==> src/rtl/bank_isu_dispatch.sv <==
// bank_isu_dispatch
//   Downstream stage of the bank issue queue. The IQ head is popped when it is
//   valid, its MSHR-allow bit is set, a data-array credit is free, and the
//   one-entry output register can accept it. The output register drives the
//   bank data-array pipe with valid/ready. This block owns the credit counter.
//
//   Optional build macro: BANK_ISU_DISP_PERF_EN enables the stall counters.
//   When it is undefined, both stall outputs are tied to zero.
//
//   Ports
//     clk_i, rst_n_i           clock, asynchronous active-low reset
//     iq_valid_i / iq_pop_o    IQ head valid / head consumed this cycle
//     iq_mshr_allow_i          head entry allowed to issue
//     iq_*_i fields            head entry payload
//     da_valid_o / da_ready_i  data-array request handshake
//     da_*_o fields            registered payload
//     da_credit_ret_i          data array returns one credit
//     credit_cnt_o             credits currently available
//     err_credit_ovf_o         sticky: credit returned while already full
//     stall_credit_cnt_o       cycles the head was blocked by zero credits
//     stall_mshr_cnt_o         cycles the head was blocked by mshr_allow = 0
//
//   state   | meaning
//   --------+---------------------------------------------
//   S_EMPTY | output register empty, da_valid_o = 0
//   S_FULL  | output register holds an entry, da_valid_o = 1

module bank_isu_dispatch #(
   parameter  int CREDITS  = 4,
   parameter  int PERF_W   = 16,
   localparam int CREDIT_W = $clog2(CREDITS + 1)
) (
   input  logic                clk_i,
   input  logic                rst_n_i,
   input  logic                iq_valid_i,
   output logic                iq_pop_o,
   input  logic                iq_mshr_allow_i,
   input  logic [2:0]          iq_rob_id_i,
   input  logic [1:0]          iq_ch_id_i,
   input  logic [1:0]          iq_opcode_i,
   input  logic [6:0]          iq_set_way_offset_i,
   input  logic [7:0]          iq_wbuffer_id_i,
   input  logic [3:0]          iq_cl_state_i,
   output logic                da_valid_o,
   input  logic                da_ready_i,
   output logic [2:0]          da_rob_id_o,
   output logic [1:0]          da_ch_id_o,
   output logic [1:0]          da_opcode_o,
   output logic [6:0]          da_set_way_offset_o,
   output logic [7:0]          da_wbuffer_id_o,
   output logic [3:0]          da_cl_state_o,
   input  logic                da_credit_ret_i,
   output logic [CREDIT_W-1:0] credit_cnt_o,
   output logic                err_credit_ovf_o,
   output logic [PERF_W-1:0]   stall_credit_cnt_o,
   output logic [PERF_W-1:0]   stall_mshr_cnt_o
);

   typedef enum logic {S_EMPTY = 1'b0, S_FULL = 1'b1} state_t;

   state_t              state_q, state_d;
   logic [CREDIT_W-1:0] credit_q, credit_d;
   logic                err_q;
   logic [25:0]         fields_q;
   logic                slot_free;
   logic                pop;
   logic                ovf;
   logic                ret_ok;
   logic                credit_zero;

   assign credit_zero = (credit_q == '0);
   assign slot_free   = (state_q == S_EMPTY) | da_ready_i;
   assign pop         = iq_valid_i & iq_mshr_allow_i & ~credit_zero & slot_free;

   // A return that arrives while the counter is already full and nothing is
   // being consumed in the same cycle has nowhere to go: drop it and flag it.
   assign ovf    = da_credit_ret_i & (credit_q == CREDIT_W'(CREDITS)) & ~pop;
   assign ret_ok = da_credit_ret_i & ~ovf;

   always_comb begin
      state_d  = state_q;
      credit_d = credit_q - CREDIT_W'(pop) + CREDIT_W'(ret_ok);
      if (pop) begin
         state_d = S_FULL;
      end else if ((state_q == S_FULL) && da_ready_i) begin
         state_d = S_EMPTY;
      end
   end

   always_ff @(posedge clk_i or negedge rst_n_i) begin
      if (!rst_n_i) begin
         state_q  <= S_EMPTY;
         credit_q <= CREDIT_W'(CREDITS);
         err_q    <= 1'b0;
         fields_q <= '0;
      end else begin
         state_q  <= state_d;
         credit_q <= credit_d;
         if (ovf) err_q <= 1'b1;
         if (pop) begin
            fields_q <= {iq_rob_id_i, iq_ch_id_i, iq_opcode_i, iq_set_way_offset_i,
                         iq_wbuffer_id_i, iq_cl_state_i};
         end
      end
   end

   assign iq_pop_o         = pop;
   assign da_valid_o       = (state_q == S_FULL);
   assign credit_cnt_o     = credit_q;
   assign err_credit_ovf_o = err_q;
   assign {da_rob_id_o, da_ch_id_o, da_opcode_o, da_set_way_offset_o,
           da_wbuffer_id_o, da_cl_state_o} = fields_q;

`ifdef BANK_ISU_DISP_PERF_EN
   logic [PERF_W-1:0] stall_credit_q;
   logic [PERF_W-1:0] stall_mshr_q;

   always_ff @(posedge clk_i or negedge rst_n_i) begin
      if (!rst_n_i) begin
         stall_credit_q <= '0;
         stall_mshr_q   <= '0;
      end else begin
         if (iq_valid_i && iq_mshr_allow_i && credit_zero && (stall_credit_q != '1))
            stall_credit_q <= stall_credit_q + PERF_W'(1);
         if (iq_valid_i && !iq_mshr_allow_i && (stall_mshr_q != '1))
            stall_mshr_q <= stall_mshr_q + PERF_W'(1);
      end
   end

   assign stall_credit_cnt_o = stall_credit_q;
   assign stall_mshr_cnt_o   = stall_mshr_q;
`else
   assign stall_credit_cnt_o = '0;
   assign stall_mshr_cnt_o   = '0;
`endif

endmodule

==> config.mk <==
export PLATFORM = sky130hd
export DESIGN_NAME = bank_isu_dispatch
export DESIGN_NICKNAME = d
export VERILOG_FILES = /design/src/rtl/bank_isu_dispatch.sv
export SDC_FILE = /design/constraint.sdc
export NUM_CORES = 1
export LEC_CHECK = 0
export ABC_CLOCK_PERIOD_IN_PS = 6000
export CAP_MARGIN = 20
export CORE_MARGIN = 5
export CORE_UTILIZATION = 35
export CTS_CLUSTER_DIAMETER = 30
export DETAILED_ROUTE_END_ITERATION = 8
export PLACE_DENSITY = 0.76
export SYNTH_ARGS = -nofsm -noshare
export SYNTH_HDL_FRONTEND = slang
export SYNTH_SLANG_ARGS = --single-unit
==> constraint.sdc <==
create_clock -name clk_i -period 6 [get_ports clk_i]
set_clock_uncertainty 0.15 [all_clocks]
set_input_delay 0.6 -clock clk_i [delete_from_list [all_inputs] [get_ports clk_i]]
set_output_delay 0.6 -clock clk_i [all_outputs]
set_load 0.005 [all_outputs]
# After elaboration in Yosys (flattened, before gate mapping)
# Cells that the tools add are included.
[word_totals] ff_bits=31 output_inout_bits=64 wordCells=23
[classes] addsub=2 n_eq_ne=1 mux=2 n_bitwise=11 reduce_logical=3
[op_table] op="$and 1x1->1" n=6
[op_table] op="$not 1->1" n=4
[op_table] op="$add 3x1->3" n=1
[op_table] op="$eq 3x3->1 const B" n=1
[op_table] op="$logic_not 3->1" n=1
[op_table] op="$sub 3x1->3" n=1
[op_table] op="$mux 1" n=2
[op_table] op="$reduce_bool 2->1" n=1
[op_table] op="$logic_and 1x1->1" n=1
[op_table] op="$or 1x1->1" n=1

# Depth between registers and ports, before layout
# Gate-level depths: netlist of run 1.
[depth] word_depth=9 ltp_mapped=11

# Worst setup path before layout of run 1
# Ideal clock, no wire load.
[synth_timing] path_type="in2reg" start="input iq_valid_i" end="register credit_q[2], in the netlist credit_cnt_o[2]" arrival_ns=2.443 slack_ns=3.332 stages=11 n_path_buf=2 cell_sequence="o311ai_2 > a21oi_1 > buf_6 > buf_6 > o21ai_0 > ha_1 > inv_1 > ha_1 > fa_1 > xnor2_1 > xnor2_1"
[synth_between] elab_chain_cells=8 elab_cells_between_ends=9 cone_classes="add/sub (2); bitwise (7)"
[synth_lines] item="from (decl)" line_no="35" text="input logic iq_valid_i,"
[synth_lines] item="$and 1x1->1 * (3 in a row)" line_no="73" text="assign pop = iq_valid_i & iq_mshr_allow_i & ~credit_zero & slot_free;"
[synth_lines] item="via iq_pop_o" line_no="36" text="output logic iq_pop_o,"
[synth_lines] item="branches (longest 4 deep; another with $sub 3x1->3)"
[synth_lines] item="$add 3x1->3 *" line_no="82" text="credit_d = credit_q - CREDIT_W'(pop) + CREDIT_W'(ret_ok);"
[synth_lines] item="via credit_d[2]" line_no="62" text="logic [CREDIT_W-1:0] credit_q, credit_d;"
[synth_lines] item="to (signal assigned)" line_no="93" text="credit_q <= CREDIT_W'(CREDITS);"
[synth_lines] item="to (signal assigned)" line_no="98" text="credit_q <= credit_d;"
[synth_lines] item="to (decl)" line_no="62"
# Mark *: on every way through the listed nets, which the timed path passes.
# A chain may end at the register's enable or synchronous reset.

# Worst setup path after layout of run 1
[layout_timing] start="input iq_valid_i" end="register credit_q[2], in the netlist credit_cnt_o[2]"
[layout_between] elab_chain_cells=8 elab_cells_between_ends=9 cone_classes="add/sub (2); bitwise (7)"
[layout_lines] item="$and 1x1->1 * (3 in a row)" line_no="73"
[layout_lines] item="branches (longest 4 deep; another with $sub 3x1->3)"
[layout_lines] item="$add 3x1->3 *" line_no="82"
[layout_lines] item="via credit_d[2]" line_no="62"
# Marks and branches as above.

==> summary.txt, run 1 <==
Clk buf depth: 2
Crit share post-route: 0.576
CTS tree: done
Slowest-stage cell, CP: a21oi_4
Die area: 5680 um^2
WP data arrival: 3510 ps
WL final: 2880 um
Number of max-cap violations: 0
Critical path class: in2reg
Largest net degree at the start of global routing: 32
Clock transition at path regs: 60 ps
Nets: 212
Cell Area, Synth: 1500 um^2
Design Area, Final: 2130 um^2
RSZ-0062 raised after global routing: false
Final setup viols: 0
Final Worst Setup Slack: 2550 ps
Syn_area_per_cell: 13.6 um^2
Placed cell areas: 2060 um^2
Static Leak: 0.935 nW
Area contributors post-synth: dfrtp_1 (50%), buf_4 (16%), mux2_2 (14%)
Mapped Cells: 110
Crit. End Element: register
Metal1 wirelength: 1080 um
Post-synth top cells: buf_4 (32), dfrtp_1 (30), mux2_2 (19)
Number of global-route vias before repair: 1,001
Hold Violations, Final: 0
DRC viols: 0
Root Driver: clkbuf_8
Filler Cells Inserted: 351
Clock latency on the worst-skew pair: 270 ps
First-pass GRT wire length: 4590 um
# diodes: 0
Port Buffer Count: 63
Most frequent cell after synthesis: buf_4
Die span in y: 75.4 um
Length of routed met2 wiring: 1390 um
H-tree depth: 2
TNS Setup: 0 ps
Die Wd: 75.4 um
Highest routed metal layer: met4
Remaining global-route overflow: 0
Yosys top cell area share: 0.502
Top_reg_cell synth: dfrtp_1
Post-synthesis sequential area ratio: 0.519
Initial Utilization: 0.366
Status: finished clean
DRT iter0 DRCs: 7
Number of synthesized register bits: 31
Antenna viol nets, final: 0
Cell Pwr Density: 406 nW/um^2
Crit path cell chain: clkdlybuf4s50_1 -> o311ai_2 -> a21oi_4 -> o21ai_0 -> ha_1 -> inv_1 -> ha_1 -> fa_1 -> xnor2_1 -> xnor2_1
DR vias: 916
Core area: 4090 um^2
WL/cell: 12.7 um
Post-detail-place hpwl: 2220 um
I/O pins: 96
Layout cells sized above 1: 0.199
Via density: 4.05
Cell Rows: 23
Initial DRT Pass Iterations: 3
DP Worst Slack: 2170 ps
Asr flop ratio synth: 1.00
Max incr delay on CP: 770 ps
Sink Count: 31
Layout Area Growth over Synthesis: 42.3%
Startpoint Class: input port
Worst hold slack: 329 ps
Cell variety after synth: 18
Final Max Tran Viols: 0
VDD IR max: 0.200 mV
Crit Path Max Fanout: 30
Slew at the pin with the worst max-slew slack: 990 ps
Post-synth EDFFs: 0
Hold WC Path Type: reg2reg
Post-CTS sizing: 0
Post-synth top area cell: dfrtp_1
Min cycle time layout: 3450 ps
Met3 routed WL: 368 um
Initial antenna violation count: 0
Max Clk Rate: 290 MHz
Post-CTS setup buffers: 0
Worst path required time: 6050 ps
Hold Buf Count CTS: 0
Synth warn: 0
CTS buffer count: 5
Gpl congestion: 0.683
Rel. slew slack: 0.339
CP delay by family, top: compound AO/OA/AOI/OAI gates
GRT Resource Usage Total: 0.109
Worst path bufs/invs: 2
[sequential cells by signal, summed over array words and instances (netlist names)]
signal	count
fields_q	26
err_credit_ovf_o	1
credit_cnt_o	3
da_valid_o	1
[power breakdown]
group / switching [mW] / internal [mW]
clock network: 0.0674 / 0.0770
registers: 0.0542 / 0.301
logic: 0.106 / 0.257
total: 0.228 / 0.636
[cells in the final DEF (no fill, tap or decap), drive strengths merged]
master         count
ha                 2
dfstp              1
inv                5
fa                 1
conb              32
nor2               1
o21ai              2
a21oi              1
o21bai             1
clkbuf             6
dfrtp             30
mux2              26
xnor2              2
o311ai             1
clkdlybuf4s50     63
buf                1
nand3              1
[metal layers]
layer  up-vias  track usage
met5         -            0
met4         0       0.0408
met3         5       0.0541
met2        56        0.178
met1       427        0.123
li1        428            -
[cell families after synthesis]
family | synth area share
AOI/OAI and AO/OA | 0.0259
xor gates and xnor gates | 0.0117
adders and majority gates | 0.0301
buffers and inverters | 0.191
DFF | 0.519
muxes | 0.213
other | 0.00251
and+or+nand+nor | 0.00585
[worst reg2reg max path, delay by kind of cell, from the launching register on]
| kind | cells | cell delay, ps |
|---|---|---|
| XOR/XNOR | 2 | 350 |
| AO/OA/AOI/OAI | 3 | 1140 |
| flip-flops | 1 | 580 |
| buffers and inverters | 1 | 40 |
| adder cells (fa/ha/maj) | 3 | 890 |
[path summary, 6_finish.rpt]
path	from	end	slack (ps)	cells past startpoint
max reg2reg	credit_cnt_o[2]	credit_cnt_o[2]	2790	9
max in group asynchronous	rst_n_i	credit_cnt_o[2]	4820	2
min in group asynchronous	rst_n_i	fields_q[6]	560	2
max	iq_valid_i	credit_cnt_o[2]	2550	10
min	err_credit_ovf_o	err_credit_ovf_o	330	1
min reg2reg	err_credit_ovf_o	err_credit_ovf_o	330	1
[through the flow]
step,power (mW),instances,util
detailed placement,0.731,220,0.503
CTS,0.882,226,0.521
finish,0.864,226,0.521
global placement,0.719,220,0.503
global route,0.930,226,0.521
floorplan,0.514,141,-
[final cells by class]
cell class	instances	area [um^2]	area share
tap	50	62.6	0.0294
multi-input combinational	70	561	0.263
timing repair buffer	64	638	0.300
inverter	5	18.8	0.00881
clock buffer	6	72.6	0.0341
sequential	31	777	0.365
Power figures use the tool's default switching activity.
==> run 2: changes to the inputs <==
Settings changed: ABC_CLOCK_PERIOD_IN_PS 6000 to 3350.
Clock period 6 ns to 3.35 ns, I/O delays scaled along.
==> summary.txt, run 2 (synthesis results as in run 1) <==
Worst path required time: 3410 ps
Psw: 419 uW
DRT iter0 DRCs: 14
Via density: 4.06
Worst Reg2Reg Path Length in Cells: 9
Filler Cells Inserted: 366
Sink Count: 31
WL/cell: 13.4 um
Layout cells sized above 1: 0.211
Cell Rows: 23
Most frequent cells in the layout: clkdlybuf4s50_1 (63), conb_1 (32), dfrtp_1 (30)
Crit path cell chain: o311ai_2 -> a21oi_4 -> buf_4 -> ha_1 -> inv_1 -> ha_1 -> fa_1 -> xnor2_1 -> xnor2_1
Clk network pwr share: 0.174
Initial antenna violation count: 0
Post-detail-place hpwl: 2390 um
Core area: 4090 um^2
Largest net degree at the start of global routing: 32
Post-CTS sizing: 0
Cell Pwr Density: 727 nW/um^2
Die Wd: 75.4 um
Port Buffer Count: 63
Crit. End Element: register
DRC viols: 0
Final Worst Setup Slack: 779 ps
Gpl congestion: 0.783
Clock transition at path regs: 60 ps
TNS Setup: 0 ps
GRT Resource Usage Total: 0.110
VDD IR max: 0.360 mV
Static Leak: 0.951 nW
Remaining global-route overflow: 0
Critical path class: reg2reg
Number of global-route vias before repair: 933
Crit Path Max Fanout: 14
Placed cell areas: 2070 um^2
Number of max-cap violations: 0
DP Worst Slack: 609 ps
CP delay by family, top: adder cells
First-pass GRT wire length: 4560 um
RSZ-0062 raised after global routing: false
Design Area, Final: 2150 um^2
Antenna viol nets, final: 0
Initial DRT Pass Iterations: 2
I/O pins: 96
Seq pwr share: 0.406
Hold Violations, Final: 0
Hold WC Path Type: in2async
Post-CTS setup buffers: 0
Clk buf depth: 2
Sw Share: 0.267
Most flops, register: fields_q
Max incr delay on CP: 430 ps
Layout Area Growth over Synthesis: 43.9%
Final Max Tran Viols: 0
DR vias: 934
# diodes: 0
Crit path depth: 9
Hold Buf Count CTS: 0
Max Clk Rate: 389 MHz
Commonest non-fill, non-tap cell in the layout: clkdlybuf4s50_1
Die span in y: 75.4 um
Initial Utilization: 0.366
Root Driver: clkbuf_8
Max reg flops: 26
Final setup viols: 0
Worst path bufs/invs: 2
Status: finished clean
H-tree depth: 2
Comb pwr share: 0.420
WL final: 3090 um
CTS buffer count: 5
Min cycle time layout: 2570 ps
Slowest-stage cell, CP: dfrtp_1
Pint: 1.15 mW
Die area: 5680 um^2
WP data arrival: 2630 ps
CTS tree: done
Nets: 214
Clock latency on the worst-skew pair: 280 ps
Crit share post-route: 0.768
Startpoint Class: register
run 2: cell count changes in the layout (fill, tap and decap cells not counted):
cell      previous run  this run
clkbuf_1             1         2
buf_4                1         3
clkinv_2             0         1
run 2: layer usage:
| metal | GRT usage | vias up | part of all wire |
|---|---|---|---|
| li1 | - | 435 | - |
| met1 | 0.125 | 438 | 0.35 |
| met2 | 0.183 | 57 | 0.52 |
| met3 | 0.0528 | 4 | 0.13 |
| met4 | 0.0350 | 0 | 0.0074 |
| met5 | 0 | - | 0 |
run 2: final timing paths:
kind	startpoint	to	slack [ps]
max in group asynchronous	rst_n_i	credit_cnt_o[2]	2430
worst max register to register	credit_cnt_o[1]	credit_cnt_o[2]	780
worst max-delay path	credit_cnt_o[1]	credit_cnt_o[2]	780
min in group clk_i	err_credit_ovf_o	err_credit_ovf_o	340
worst min-delay path	rst_n_i	fields_q[8]	300
worst min register to register	err_credit_ovf_o	err_credit_ovf_o	340
run 2: worst register-to-register path, cell delays in order (launching register included):
cell and delay (ps):
dfrtp_1 430, o311ai_2 420, a21oi_4 50, buf_4 220, ha_1 300, inv_1 40
ha_1 180, fa_1 370, xnor2_1 200, xnor2_1 140
run 2: power by group through the flow:
stage / registers, mW / logic (mW) / clock network, mW
3_3_place_gp: 0.639 / 0.653 / 0
2_1_floorplan: 0.647 / 0.273 / 0
3_5_place_dp: 0.642 / 0.674 / 0
4_1_cts: 0.639 / 0.674 / 0.287
5_1_grt: 0.661 / 0.714 / 0.302
6_report: 0.636 / 0.657 / 0.273
run 2: cell type report:
type | count | area, um^2 | share of cell area
multi-input cells | 70 | 561 | 0.260
inverters | 5 | 18.8 | 0.00872
well taps | 50 | 62.6 | 0.0291
repair buffers | 66 | 653 | 0.303
clock inverters | 1 | 5.00 | 0.00232
flip-flops and latches | 31 | 777 | 0.361
clock buffers | 7 | 76.3 | 0.0354
run 2: stage by stage:
step | total power, mW | hold slack, ps | std cells | utilization
floorplan | 0.920 | -111 | 141 | -
global placement | 1.29 | 330 | 222 | 0.507
detailed placement | 1.32 | 328 | 222 | 0.507
CTS | 1.60 | 307 | 230 | 0.527
global route | 1.68 | 357 | 230 | 0.527
finish | 1.57 | 300 | 230 | 0.527
==> run 3: changes to the inputs <==
Settings changed: ABC_CLOCK_PERIOD_IN_PS 3350 to 2400.
Clock period 3.35 ns to 2.4 ns, I/O delays scaled along.
==> summary.txt, run 3 (synthesis results as in run 1) <==
Clock latency on the worst-skew pair: 270 ps
Root Driver: clkbuf_8
Commonest non-fill, non-tap cell in the layout: clkdlybuf4s50_1
Max Clk Rate: 431 MHz
Largest net degree at the start of global routing: 32
CTS tree: done
Hold WC Path Type: in2async
Clock transition at path regs: 60 ps
WP data arrival: 2370 ps
Critical path class: reg2reg
Cell Rows: 23
DP Worst Slack: -81.4 ps
Die span in y: 75.4 um
# diodes: 0
Hold Violations, Final: 0
Reg2reg setup slack: 80 ps
Final Worst Setup Slack: 80.3 ps
Crit path cell chain: o311ai_4 -> a21oi_4 -> buf_4 -> ha_1 -> inv_1 -> ha_2 -> fa_2 -> xnor2_2 -> xnor2_1
Static Leak: 0.990 nW
Number of global-route vias before repair: 1,096
Hold Buf Count CTS: 0
Port Buffer Count: 63
Worst path required time: 2450 ps
Most frequent cells in the layout: clkdlybuf4s50_1 (63), conb_1 (32), dfrtp_1 (30)
Die Wd: 75.4 um
DRT iter0 DRCs: 19
H-tree depth: 2
Layout Area Growth over Synthesis: 49.7%
Dpl cells: 225
VDD IR max: 0.640 mV
Core area: 4090 um^2
Crit share post-route: 0.967
Nets: 218
TNS Setup: 0 ps
Gpl congestion: 0.705
Post-detail-place hpwl: 2540 um
Max incr delay on CP: 410 ps
DRC viols: 0
Initial antenna violation count: 0
Max reg flops: 26
Startpoint Class: register
DR vias: 1,006
Initial DRT Pass Iterations: 4
Cell Pwr Density: 1050 nW/um^2
Die area: 5680 um^2
Antenna viol nets, final: 0
Worst path bufs/invs: 2
Crit Path Max Fanout: 3
Most flops, register: fields_q
Crit. End Element: register
Power Total: 2.35 mW
Number of max-cap violations: 0
Slowest-stage cell, CP: dfrtp_1
WL/cell: 13.6 um
Remaining global-route overflow: 0
Layout cells sized above 1: 0.255
RSZ-0062 raised after global routing: false
Final Max Tran Viols: 0
Initial Utilization: 0.366
CP delay by family, top: adder cells
First-pass GRT wire length: 4750 um
GRT Resource Usage Total: 0.109
Min cycle time layout: 2320 ps
Via density: 4.30
Clk buf depth: 2
I/O pins: 96
Status: finished clean
Final setup viols: 0
WL final: 3190 um
Sink Count: 31
CTS buffer count: 5
Final std cells w/o fill: 234
-- run 3: changes by cell type in the layout (fill, tap and decap cells not counted), sizes merged --
cell,delta
buf,+4
clkbuf,+1
clkinv,-1
-- run 3: where the power goes --
group          leakage, nW  total [mW]  switching [mW]  internal [mW]
combinational        0.577        1.03           0.318          0.709
clock               0.0515       0.434           0.173          0.261
sequential           0.361       0.886           0.133          0.753
-- run 3: final timing paths --
check,cells after the start,endpoint,start
min,2,fields_q[16],rst_n_i
min reg2reg,1,err_credit_ovf_o,err_credit_ovf_o
max,9,credit_cnt_o[2],credit_cnt_o[0]
max in group asynchronous,2,credit_cnt_o[2],rst_n_i
min in group clk_i,1,err_credit_ovf_o,err_credit_ovf_o
max reg2reg,9,credit_cnt_o[2],credit_cnt_o[0]
-- run 3: per-layer routing --
| layer | track usage | wire length [um] | up-vias |
|---|---|---|---|
| met3 | 0.0422 | 357 | 6 |
| met5 | 0 | 0 | - |
| met1 | 0.106 | 1050 | 493 |
| met2 | 0.206 | 1740 | 64 |
| met4 | 0.0427 | 42 | 0 |
| li1 | - | - | 443 |
-- run 3: per-stage QoR --
stage               instance area [um^2]  utilization  hold slack (ps)
floorplan                           1630            -             -206
global placement                    2110        0.517              319
detailed placement                  2110        0.517              320
CTS                                 2230        0.545              221
global route                        2240        0.548              252
finish                              2240        0.548              213
-- run 3: final cells by class --
cell class              instances  area [um^2]
clock buffers                   8          100
fillers                       348         1850
inverters                       5         18.8
multi-input cells              70          587
flip-flops and latches         31          777
well taps                      50         62.6
repair buffers                 70          696
-- run 3: repair_timing --
item | in CTS | in global routing
setup endpoints to repair | 1 | 1
buffers inserted | 1 | 0
gates cloned | 0 | 0
pin swaps | 0 | 1
gates resized for setup | 2 | 2
